==> src/rtl/gmii_rx_framer_pkg.sv <==
// rtl/gmii_rx_framer_pkg.sv - shared constants, error bit indices and FSM states for the GMII receive framer
package gmii_rx_framer_pkg;

  localparam logic [7:0]  ETH_PREAMBLE  = 8'h55;
  localparam logic [7:0]  ETH_SFD       = 8'hD5;

  localparam logic [31:0] CRC32_INIT    = 32'hFFFF_FFFF;
  localparam logic [31:0] CRC32_RESIDUE = 32'hDEBB_20E3;
  localparam logic [31:0] CRC32_POLY    = 32'hEDB8_8320;

  localparam int RXERR_FCS   = 0;
  localparam int RXERR_ER    = 1;
  localparam int RXERR_RUNT  = 2;
  localparam int RXERR_GIANT = 3;

  typedef enum logic [1:0] {
    ST_IDLE = 2'd0,
    ST_PRE  = 2'd1,
    ST_DATA = 2'd2,
    ST_DROP = 2'd3
  } rx_state_t;

endpackage

==> src/rtl/gmii_rx_framer_if.sv <==
// rtl/gmii_rx_framer_if.sv - GMII receive input and framed byte stream output of one port
interface gmii_rx_framer_if;

  logic [7:0]  gmii_rxd;
  logic        gmii_rx_dv;
  logic        gmii_rx_er;

  logic [7:0]  rx_data;
  logic        rx_valid;
  logic        rx_sof;
  logic        rx_eof;
  logic [3:0]  rx_err;
  logic [15:0] rx_len;

  // master is the framer: consumes GMII, sources the frame stream
  modport master (
    input  gmii_rxd, gmii_rx_dv, gmii_rx_er,
    output rx_data, rx_valid, rx_sof, rx_eof, rx_err, rx_len
  );

  modport slave (
    output gmii_rxd, gmii_rx_dv, gmii_rx_er,
    input  rx_data, rx_valid, rx_sof, rx_eof, rx_err, rx_len
  );

endinterface

==> src/rtl/gmii_rx_framer_crc32_d8.sv <==
// rtl/gmii_rx_framer_crc32_d8.sv - combinational reflected CRC-32 update over one byte, LSB first
module gmii_rx_framer_crc32_d8
  import gmii_rx_framer_pkg::*;
(
  input  logic [31:0] crc_in,
  input  logic [7:0]  d,
  output logic [31:0] crc_out
);

  logic [31:0] c;

  always_comb begin
    c = crc_in ^ {24'd0, d};
    for (int i = 0; i < 8; i++) begin
      c = c[0] ? ((c >> 1) ^ CRC32_POLY) : (c >> 1);
    end
    crc_out = c;
  end

endmodule

==> src/rtl/gmii_rx_framer.sv <==
// rtl/gmii_rx_framer.sv - GMII receive framer: preamble/SFD strip, sof/eof delimiting, FCS and length checks, stats
module gmii_rx_framer
  import gmii_rx_framer_pkg::*;
#(
  parameter int MIN_LEN   = 64,
  parameter int MAX_LEN   = 1518,
  parameter bit CHECK_FCS = 1'b1
) (
  input  logic             sys_clk,
  input  logic             sys_rst,
  gmii_rx_framer_if.master bus,
  output logic [31:0]      cnt_ok,
  output logic [31:0]      cnt_bad
);

  localparam logic [15:0] MIN_LEN16 = 16'(MIN_LEN);
  localparam logic [15:0] GIANT_LEN = 16'(MAX_LEN + 1);

  rx_state_t   state;
  rx_state_t   state_nxt;

  logic [7:0]  hold_data;
  logic        hold_valid;
  logic        hold_first;
  logic [31:0] crc;
  logic [31:0] crc_nxt;
  logic [15:0] len;
  logic [15:0] len_inc;
  logic        er_seen;

  logic        is_pre;
  logic        is_sfd;
  logic        start_frame;
  logic        take_byte;
  logic        emit;
  logic        emit_eof;
  logic [3:0]  err_vec;

  assign is_pre  = (bus.gmii_rxd == ETH_PREAMBLE);
  assign is_sfd  = (bus.gmii_rxd == ETH_SFD);
  assign len_inc = len + 16'd1;

  gmii_rx_framer_crc32_d8 u_crc (
    .crc_in  (crc),
    .d       (bus.gmii_rxd),
    .crc_out (crc_nxt)
  );

  always_ff @(posedge sys_clk or posedge sys_rst) begin
    if (sys_rst) begin
      state <= ST_IDLE;
    end else begin
      state <= state_nxt;
    end
  end

  always_comb begin
    state_nxt = state;
    unique case (state)
      ST_IDLE: begin
        if (bus.gmii_rx_dv) begin
          if (is_pre)      state_nxt = ST_PRE;
          else if (is_sfd) state_nxt = ST_DATA;
          else             state_nxt = ST_DROP;
        end
      end
      ST_PRE: begin
        if (!bus.gmii_rx_dv) state_nxt = ST_IDLE;
        else if (is_pre)     state_nxt = ST_PRE;
        else if (is_sfd)     state_nxt = ST_DATA;
        else                 state_nxt = ST_DROP;
      end
      ST_DATA: begin
        if (!bus.gmii_rx_dv)           state_nxt = ST_IDLE;
        else if (len_inc == GIANT_LEN) state_nxt = ST_DROP;
      end
      ST_DROP: begin
        if (!bus.gmii_rx_dv) state_nxt = ST_IDLE;
      end
      default: state_nxt = ST_IDLE;
    endcase
  end

  // The hold register only stays full into DROP after a giant; that byte is
  // flushed there as the truncated frame's eof, so DROP+hold_valid means giant.
  always_comb begin
    start_frame = bus.gmii_rx_dv && is_sfd && (state == ST_IDLE || state == ST_PRE);
    take_byte   = bus.gmii_rx_dv && (state == ST_DATA);
    emit        = hold_valid && (state == ST_DATA || state == ST_DROP);
    emit_eof    = emit && (state == ST_DROP || !bus.gmii_rx_dv);
    err_vec                = 4'd0;
    err_vec[RXERR_GIANT]   = (state == ST_DROP);
    err_vec[RXERR_FCS]     = CHECK_FCS && (state != ST_DROP) && (crc != CRC32_RESIDUE);
    err_vec[RXERR_ER]      = er_seen;
    err_vec[RXERR_RUNT]    = (len < MIN_LEN16);
  end

  always_ff @(posedge sys_clk or posedge sys_rst) begin
    if (sys_rst) begin
      hold_data  <= 8'd0;
      hold_valid <= 1'b0;
      hold_first <= 1'b0;
      crc        <= CRC32_INIT;
      len        <= 16'd0;
      er_seen    <= 1'b0;
    end else if (start_frame) begin
      hold_valid <= 1'b0;
      hold_first <= 1'b0;
      crc        <= CRC32_INIT;
      len        <= 16'd0;
      er_seen    <= 1'b0;
    end else if (take_byte) begin
      hold_data  <= bus.gmii_rxd;
      hold_valid <= 1'b1;
      hold_first <= !hold_valid;
      crc        <= crc_nxt;
      len        <= len_inc;
      if (bus.gmii_rx_er) er_seen <= 1'b1;
    end else if (emit_eof) begin
      hold_valid <= 1'b0;
    end
  end

  always_ff @(posedge sys_clk or posedge sys_rst) begin
    if (sys_rst) begin
      bus.rx_data  <= 8'd0;
      bus.rx_valid <= 1'b0;
      bus.rx_sof   <= 1'b0;
      bus.rx_eof   <= 1'b0;
      bus.rx_err   <= 4'd0;
      bus.rx_len   <= 16'd0;
      cnt_ok       <= 32'd0;
      cnt_bad      <= 32'd0;
    end else begin
      bus.rx_valid <= emit;
      bus.rx_data  <= emit ? hold_data : 8'd0;
      bus.rx_sof   <= emit && hold_first;
      bus.rx_eof   <= emit_eof;
      bus.rx_err   <= emit_eof ? err_vec : 4'd0;
      bus.rx_len   <= emit_eof ? len : 16'd0;
      if (emit_eof) begin
        if (err_vec == 4'd0) cnt_ok  <= cnt_ok + 32'd1;
        else                 cnt_bad <= cnt_bad + 32'd1;
      end
    end
  end

endmodule

==> src/flat_wrapper.sv <==
// flat-port wrapper written by rule: the top's interface ports become plain ports
module gmii_rx_framer_flat import gmii_rx_framer_pkg::*;
#(
  parameter int MIN_LEN   = 64,
  parameter int MAX_LEN   = 1518,
  parameter bit CHECK_FCS = 1'b1
)
  (sys_clk, sys_rst, cnt_ok, cnt_bad, bus_gmii_rxd, bus_gmii_rx_dv, bus_gmii_rx_er, bus_rx_data, bus_rx_valid, bus_rx_sof, bus_rx_eof, bus_rx_err, bus_rx_len);
  gmii_rx_framer_if bus_i ();
  input  logic sys_clk;
  input  logic sys_rst;
  output logic [31:0] cnt_ok;
  output logic [31:0] cnt_bad;
  input wire logic [$bits(bus_i.gmii_rxd)-1:0] bus_gmii_rxd;
  input wire logic [$bits(bus_i.gmii_rx_dv)-1:0] bus_gmii_rx_dv;
  input wire logic [$bits(bus_i.gmii_rx_er)-1:0] bus_gmii_rx_er;
  output wire logic [$bits(bus_i.rx_data)-1:0] bus_rx_data;
  output wire logic [$bits(bus_i.rx_valid)-1:0] bus_rx_valid;
  output wire logic [$bits(bus_i.rx_sof)-1:0] bus_rx_sof;
  output wire logic [$bits(bus_i.rx_eof)-1:0] bus_rx_eof;
  output wire logic [$bits(bus_i.rx_err)-1:0] bus_rx_err;
  output wire logic [$bits(bus_i.rx_len)-1:0] bus_rx_len;
  assign bus_i.gmii_rxd = bus_gmii_rxd;
  assign bus_i.gmii_rx_dv = bus_gmii_rx_dv;
  assign bus_i.gmii_rx_er = bus_gmii_rx_er;
  assign bus_rx_data = bus_i.rx_data;
  assign bus_rx_valid = bus_i.rx_valid;
  assign bus_rx_sof = bus_i.rx_sof;
  assign bus_rx_eof = bus_i.rx_eof;
  assign bus_rx_err = bus_i.rx_err;
  assign bus_rx_len = bus_i.rx_len;
  gmii_rx_framer #(.MIN_LEN(MIN_LEN), .MAX_LEN(MAX_LEN), .CHECK_FCS(CHECK_FCS)) u_core (.sys_clk(sys_clk), .sys_rst(sys_rst), .bus(bus_i), .cnt_ok(cnt_ok), .cnt_bad(cnt_bad));
endmodule
==> config.mk <==
export PLATFORM = sky130hd
export DESIGN_NAME = gmii_rx_framer_flat
export DESIGN_NICKNAME = d
export VERILOG_FILES = /design/src/rtl/gmii_rx_framer_pkg.sv /design/src/rtl/gmii_rx_framer_if.sv /design/src/rtl/gmii_rx_framer_crc32_d8.sv /design/src/rtl/gmii_rx_framer.sv /design/src/flat_wrapper.sv
export SDC_FILE = /design/constraint.sdc
export NUM_CORES = 1
export LEC_CHECK = 0
export BUFFER_PORTS_ARGS = -buffer_cell sky130_fd_sc_hd__buf_2
export CAP_MARGIN = 5
export CORE_ASPECT_RATIO = 1.2
export CORE_UTILIZATION = 45
export CTS_BUF_LIST = sky130_fd_sc_hd__clkbuf_8 sky130_fd_sc_hd__clkbuf_16
export DETAILED_ROUTE_END_ITERATION = 16
export PLACE_DENSITY = 0.65
export SLEW_MARGIN = 40
export SYNTH_ARGS = -nofsm -noshare
export SYNTH_HDL_FRONTEND = slang
export SYNTH_SLANG_ARGS = --single-unit
==> constraint.sdc <==
create_clock -name sys_clk -period 5.3 [get_ports sys_clk]
set_input_delay 0.795 -clock sys_clk [delete_from_list [all_inputs] [get_ports sys_clk]]
set_output_delay 0.795 -clock sys_clk [all_outputs]
set_load 0.005 [all_outputs]
==> results of run 1 <==
==> registers in the layout (all words and copies together), names as in the netlist, 2 cells and up <==
signal,count
u_core.len,16
u_core.cnt_bad,32
u_core.bus.rx_data,8
u_core.bus.rx_err,4
u_core.hold_data,8
u_core.state,2
u_core.cnt_ok,32
u_core.bus.rx_len,16
u_core.crc,32
==> metal layers <==
| metal | share of wire [%] | track usage (%) | wire, µm |
|---|---|---|---|
| met5 | 0 | 0 | 0 |
| met4 | 2.1 | 7.86 | 364 |
| met3 | 4.6 | 4.40 | 808 |
| met2 | 49 | 35.1 | 8720 |
| met1 | 44 | 27.5 | 7830 |
==> synth_stat cells (8+ instances only) <==
cell	instances	area, µm²
xor2_1	71	622
o21ai_0	35	175
nor2_1	26	97.6
and2_1	18	113
a21oi_1	28	140
inv_1	18	67.6
nor3_1	57	285
nand2_1	68	255
dfrtp_1	124	3100
clkbuf_1	27	101
xnor2_1	58	508
and3_1	15	93.8
dfstp_2	32	841
nand3_1	24	120
o211ai_1	8	60.1
nor4_1	21	131
nand4_1	25	156
==> cell families after synthesis <==
| logic type | after synthesis | synth area share [%] |
|---|---|---|
| flops | 156 | 52.2 |
| fa+ha+maj | 4 | 0.663 |
| buf+inv | 52 | 2.78 |
| simple gates | 290 | 20.8 |
| compound gates | 93 | 7.24 |
| xor+xnor | 132 | 15.8 |
| mux | 4 | 0.580 |
==> final cells by class <==
cell class | instances | area [µm²] | share of cell area [%]
clock buffer | 20 | 467 | 5.25
clock inverter | 12 | 169 | 1.90
inverter | 18 | 80.1 | 0.900
multi-input combinational | 523 | 3410 | 38.3
sequential | 156 | 3940 | 44.3
tap | 212 | 265 | 2.98
timing repair buffer | 110 | 561 | 6.30
==> final timing paths <==
| check | from | end | slack (ns) | depth (start not counted) |
|---|---|---|---|---|
| setup / recovery | u_core.state[1] | u_core.cnt_ok[27] | 2.33 | 6 |
| hold / removal | sys_rst | u_core.bus.rx_data[0] | 0.45 | 2 |
| setup reg to reg | u_core.state[1] | u_core.cnt_ok[27] | 2.33 | 6 |
| hold reg to reg | u_core.cnt_ok[31] | u_core.cnt_ok[31] | 0.45 | 1 |
| max in group asynchronous | sys_rst | u_core.hold_valid | 3.88 | 3 |
| min in group sys_clk | u_core.cnt_ok[31] | u_core.cnt_ok[31] | 0.46 | 1 |
==> power by group <==
group / total, mW / switching, mW / internal [mW] / leakage, nW
registers: 1.68 / 0.222 / 1.46 / 1.98
logic: 1.50 / 0.778 / 0.721 / 2.02
clock network: 1.30 / 0.476 / 0.822 / 0.317
total: 4.48 / 1.48 / 3.01 / 4.31
==> per-stage QoR <==
| stage | utilization, % | setup slack (ns) | cells | hold WS (ns) | cell area [µm²] |
|---|---|---|---|---|---|
| after floorplan | - | 0.351 | 731 | 0.437 | 7550 |
| after global placement | 50.5 | 2.32 | 1019 | 0.454 | 8240 |
| after detailed placement | 50.5 | 2.21 | 1019 | 0.454 | 8250 |
| after CTS | 54.4 | 2.32 | 1051 | 0.465 | 8890 |
| after global routing | 54.5 | 2.00 | 1051 | 0.483 | 8890 |
| final | 54.5 | 2.33 | 1051 | 0.455 | 8890 |
==> impl_metrics.env, run 1 <==
export IMPL_dr_pass1_iters=5
export IMPL_drive_above_1_share_pct=22.1
export IMPL_first_global_vias=5682
export IMPL_synth_edff_count=0
export IMPL_yosys_cell_types_count=55
export IMPL_fillCellCount=1479
export IMPL_post_dp_hpwl_um=12100
export IMPL_dr_total_vias=5828
export IMPL_post_route_drc_count=0
export IMPL_finalHoldViolCount=0
export IMPL_category_of_the_worst_setup_path_capture_point="register"
export IMPL_share_of_the_clock_period_used_by_the_worst_path_after_layout_pct=56.1
export IMPL_clock_tree_from_tritoncts="done"
export IMPL_run_status="completed"
export IMPL_dieWidth_um=120
export IMPL_finClkSkew_ns=0.00485
export IMPL_timing_critical_path_required_ns=5.65
export IMPL_crit_chain="and2_1 > o21ai_1 > inv_1 > nand4_1 > nor4_1 > xor2_1"
export IMPL_timing_final_setup_violations=0
export IMPL_slew_headroom_pct=46.7
export IMPL_cts_post_setup_buffers_inserted=0
export IMPL_design_power_total_mw=4.48
export IMPL_io_buffers=106
export IMPL_die_area_mm2=0.0173
export IMPL_num_io_pins=107
export IMPL_core_rowCount=51
export IMPL_timing_critical_path_slowest_cell_delay_ns=0.69
export IMPL_grt_first_pass_wirelength_um=28900
export IMPL_layout_cells_most_common="dfrtp_1"
export IMPL_place_gp_congestion=0.862
export IMPL_buffers_from_clock_root_to_sink_at_most=2
export IMPL_postSynth_asyncResetShare_pct=100
export IMPL_postSynthNetCount=747
export IMPL_grt_residual_overflow=0
export IMPL_htreeDepth=4
export IMPL_netlist_area_mm2=0.00755
export IMPL_yosys_warnings=0
export IMPL_cts_resized=0
export IMPL_clock_latency_ns=0.42
export IMPL_initial_utilization_pct=46.2
export IMPL_die_y_um=144
export IMPL_area_growth_pct=17.8
export IMPL_dr_first_iter_drc_count=455
export IMPL_maxSlewViolCount=0
export IMPL_setup_tns_final_ns=0
export IMPL_crit_path_start_kind="register"
export IMPL_achievable_frequency_mhz=336
export IMPL_grt_setup_unrepaired="no"
export IMPL_drt_antenna_violating_nets=0
export IMPL_final_nets=842
export IMPL_max_cap_violations=0
export IMPL_path_delay_family="simple AND/OR/NAND/NOR gates"
export IMPL_design_core_area_mm2=0.0163
export IMPL_seq_area_frac_synth_pct=52.2
export IMPL_grt_max_degree=119
export IMPL_antenna_diode_count=0
export IMPL_cell_leakage_power_nw=4.31
export IMPL_avgSynthCellArea_um2=10.3
export IMPL_detail_route_vias_per_cell=5.55
export IMPL_root_buffer="clkbuf_16"
export IMPL_global_route_usage_total_pct=21.2
export IMPL_top_ff_cell_synth="dfrtp_1"
export IMPL_crit_path_max_fanout=19
export IMPL_timing_setup_critical_path_class="reg2reg"
export IMPL_worst_slew_pin_transition_ns=0.793
export IMPL_drt_wirelength_per_cell_um=16.9
export IMPL_final_cell_mix="124 x dfrtp_1, 106 x buf_2, 71 x xor2_1"
export IMPL_power_density_mw_per_mm2=504
export IMPL_vdd_ir_drop_max_mv=0.362
export IMPL_path_buf_inv=1
export IMPL_cts_num_sinks=156
export IMPL_hold_class="in2async"
export IMPL_antenna_found_initial=0
export IMPL_netlist_instances=731
export IMPL_crit_slowest_cell="dfrtp_1"
export IMPL_finalWorstPathRequiredPeriod_ns=2.97
export IMPL_wl_um=17700
export IMPL_postCtsHoldBufs=0
export IMPL_ys_seq_elements=156
export IMPL_clkSlewWorstSetupHoldPaths_ns=0.06
export IMPL_tritoncts_num_buffers=17
export IMPL_cp_arrival_ns=3.32
(Power assumes the default switching activity.)
==> run 2: changes to the inputs <==
--- a/config.mk
+++ b/config.mk
@@ -5,13 +5,14 @@
 export SDC_FILE = /design/constraint.sdc
 export NUM_CORES = 1
 export LEC_CHECK = 0
+export ABC_AREA = 1
 export BUFFER_PORTS_ARGS = -buffer_cell sky130_fd_sc_hd__buf_2
 export CAP_MARGIN = 5
 export CORE_ASPECT_RATIO = 1.2
 export CORE_UTILIZATION = 45
 export CTS_BUF_LIST = sky130_fd_sc_hd__clkbuf_8 sky130_fd_sc_hd__clkbuf_16
 export DETAILED_ROUTE_END_ITERATION = 16
-export PLACE_DENSITY = 0.65
+export PLACE_DENSITY = 0.67
 export SLEW_MARGIN = 40
 export SYNTH_ARGS = -nofsm -noshare
 export SYNTH_HDL_FRONTEND = slang
==> constraint.sdc (replaced) <==
create_clock -name sys_clk -period 2.6 [get_ports sys_clk]
set_input_delay 0.39 -clock sys_clk [delete_from_list [all_inputs] [get_ports sys_clk]]
set_output_delay 0.39 -clock sys_clk [all_outputs]
set_load 0.005 [all_outputs]
==> run 2 against run 1 <==
Flip-flop and latch count unchanged. Via count is 34% higher. Fmax up 30%. Synthesized area is 19% higher. Critical path depth increased by 2. Register-to-register slack worse by 2.0 ns. Core utilization fell by 1.2 points. Highest routed layer unchanged. Die area up 19%. Clock-buffer cell count is 3 lower.
==> impl_metrics.env, run 2 <==
export IMPL_share_comb_of_total_power_pct=39.9
export IMPL_timing_reg2reg_worst_path_depth=8
export IMPL_detail_route_vias_per_cell=5.06
export IMPL_seq_area_frac_synth_pct=43.7
export IMPL_root_buffer="clkbuf_16"
export IMPL_num_io_pins=107
export IMPL_top_area_cells_in_the_synthesized_netlist="dfrtp_1 34%, nand2_1 14%, dfstp_2 9.3%"
export IMPL_io_buffers=106
export IMPL_ys_seq_elements=156
export IMPL_global_route_usage_total_pct=22.9
export IMPL_drt_antenna_violating_nets=0
export IMPL_setup_tns_final_ns=0
export IMPL_crit_path_start_kind="register"
export IMPL_final_nets=1289
export IMPL_synth_compound_area_share_pct=6.96
export IMPL_dr_pass1_iters=5
export IMPL_die_area_mm2=0.0206
export IMPL_muxShareOfSynthArea_pct=0
export IMPL_dieWidth_um=131
export IMPL_grt_max_degree=157
export IMPL_dr_first_iter_drc_count=470
export IMPL_die_y_um=157
export IMPL_dr_total_vias=7829
export IMPL_finClkSkew_ns=0.0105
export IMPL_crit_path_max_fanout=29
export IMPL_core_rowCount=56
export IMPL_category_of_the_worst_setup_path_capture_point="register"
export IMPL_regToRegStartpoint="u_core.len[8]"
export IMPL_yosys_area_share_adder_pct=0.555
export IMPL_sequentialPowerShare_pct=35.2
export IMPL_grt_residual_overflow=0
export IMPL_fin_worst_setup_slack_ns=0.306
export IMPL_drive_above_1_share_pct=17.0
export IMPL_netlist_area_leader_share_pct=34.4
export IMPL_drt_wirelength_per_cell_um=14.5
export IMPL_antenna_diode_count=0
export IMPL_achievable_frequency_mhz=436
export IMPL_minimum_setup_slack_among_reg_to_reg_paths_ns=0.31
export IMPL_finalWorstPathRequiredPeriod_ns=2.29
export IMPL_clock_latency_ns=0.44
export IMPL_initial_utilization_pct=46.0
export IMPL_hold_class="in2async"
export IMPL_top_ff_cell_synth="dfrtp_1"
export IMPL_main_combinational_cell_family_by_area_after_synthesis="simple AND/OR/NAND/NOR gates"
export IMPL_cts_post_setup_buffers_inserted=0
export IMPL_postSynthNetCount=1181
export IMPL_timing_final_setup_violations=0
export IMPL_synth_xor_xnor_area_share_pct=11.1
export IMPL_cts_num_sinks=156
export IMPL_share_of_the_clock_period_used_by_the_worst_path_after_layout_pct=88.2
export IMPL_slew_headroom_pct=56.8
export IMPL_final_cell_mix="331 x nand2_1, 150 x inv_1, 124 x dfrtp_1"
export IMPL_netlist_area_mm2=0.00902
export IMPL_design_core_area_mm2=0.0196
export IMPL_maxSlewViolCount=0
export IMPL_layout_cells_most_common="nand2_1"
export IMPL_post_dp_hpwl_um=16200
export IMPL_htreeDepth=4
export IMPL_area_growth_pct=15.7
export IMPL_most_instantiated_cells_after_synthesis="331 x nand2_1, 151 x inv_1, 124 x dfrtp_1, 118 x nor2_1, 74 x xor2_1"
export IMPL_timing_setup_critical_path_class="reg2reg"
export IMPL_pre_cts_ws_ns=0.251
export IMPL_r2r_end="u_core.cnt_bad[5]"
export IMPL_run_status="completed"
export IMPL_max_cap_violations=0
export IMPL_wl_um=22400
export IMPL_clock_tree_from_tritoncts="done"
export IMPL_p_sw_mw=4.30
export IMPL_synth_edff_count=0
export IMPL_grt_first_pass_wirelength_um=37700
export IMPL_place_gp_congestion=0.905
export IMPL_netlist_instances=1165
export IMPL_worst_slew_pin_transition_ns=0.646
export IMPL_vdd_ir_drop_max_mv=0.564
export IMPL_switching_share_pct=41.2
export IMPL_internal_power_consumption_mw=6.14
export IMPL_yosys_warnings=0
export IMPL_buffers_from_clock_root_to_sink_at_most=2
export IMPL_clkSlewWorstSetupHoldPaths_ns=0.07
export IMPL_antenna_found_initial=0
export IMPL_postSynth_asyncResetShare_pct=100
export IMPL_avgSynthCellArea_um2=7.75
export IMPL_postCtsHoldBufs=0
export IMPL_cell_leakage_power_nw=5.09
export IMPL_tritoncts_num_buffers=17
export IMPL_cp_arrival_ns=2.62
export IMPL_cts_resized=0
export IMPL_finalHoldViolCount=0
export IMPL_largest_registers="u_core.cnt_bad (32), u_core.cnt_ok (32), u_core.crc (32)"
export IMPL_synth_most_common_cell="nand2_1"
export IMPL_yosys_cell_types_count=46
export IMPL_power_density_mw_per_mm2=1000
export IMPL_first_global_vias=7657
export IMPL_timing_critical_path_required_ns=2.92
export IMPL_post_route_drc_count=0
export IMPL_synth_simple_area_share_pct=29.4
export IMPL_grt_setup_unrepaired="no"
export IMPL_power_share_clock_pct=24.9
export IMPL_most_area_hungry_cell_type_in_the_yosys_netlist="dfrtp_1"
==> run 2: cell count changes in the layout (fill, tap and decap cells not counted), sizes merged, moves of 19 or more <==
| cell | delta |
|---|---|
| nor4 | -22 |
| nand2 | +273 |
| xnor2 | -30 |
| o21ai | +29 |
| nand3 | +24 |
| nor2 | +95 |
| o22ai | +19 |
| inv | +145 |
==> run 2: worst max path at each step <==
stage / to / cells past startpoint / start
2_1_floorplan: u_core.bus.rx_data[0] / 1 / sys_rst
3_3_place_gp: u_core.cnt_bad[19] / 8 / u_core.len[11]
3_5_place_dp: u_core.cnt_bad[5] / 8 / u_core.len[8]
4_1_cts: u_core.cnt_bad[5] / 8 / u_core.len[8]
5_1_grt: u_core.cnt_ok[31] / 8 / u_core.crc[1]
6_report: u_core.cnt_bad[5] / 8 / u_core.len[8]
==> run 2: cells by family (layout without fill, tap and decap cells) <==
| group | after synthesis | count (layout) |
|---|---|---|
| AO/OA/AOI/OAI | 107 | 107 |
| XOR/XNOR | 105 | 105 |
| adder cells (fa/ha/maj) | 4 | 4 |
| buffers and inverters | 182 | 303 |
| flip-flops | 156 | 156 |
| AND/OR/NAND/NOR | 611 | 611 |
==> run 2: area by class of cell <==
type	count	area, µm²
Multi-Input combinational cell	827	4340
Clock inverter	15	175
Sequential cell	156	3940
Tap cell	261	327
Fill cell	1938	9180
Timing Repair Buffer	114	636
Inverter	157	593
Clock buffer	17	425
==> run 2: power groups by stage <==
stage               clock network [mW]  logic, mW  registers, mW
finish                            2.59       4.17           3.67
detailed placement                   0       4.15           3.70
floorplan                            0       3.20           3.59
global route                      2.73       4.70           3.75
global placement                     0       4.07           3.70
CTS                               2.63       4.18           3.67
==> run 2: through the flow <==
step	power, mW	instance area (µm²)	hold slack [ns]	utilization, %	std cells
floorplan	6.79	9030	0.457	-	1165
global placement	7.77	9810	0.474	50.0	1514
detailed placement	7.85	9810	0.477	50.0	1514
CTS	10.5	10400	0.191	53.1	1546
global route	11.2	10400	0.121	53.2	1547
finish	10.4	10400	0.0640	53.2	1547
==> run 2: critical path: stages, from the launching register on <==
cell     delay (ns)
dfrtp_1        0.41
inv_1          0.13
nand4_1        0.12
nor3_1         0.48
nor3_1         0.19
nand2_2        0.13
nand2_2        0.31
o21ai_0        0.31
nand2_1        0.08
==> run 2: metal layers <==
metal | up-vias | part of all wire [%] | global-route usage, %
met4 | 0 | 1.7 | 7.48
met5 | - | 0 | 0
met2 | 158 | 49 | 39.6
met1 | 3740 | 45 | 29.0
met3 | 30 | 3.6 | 4.32
li1 | 3901 | - | -
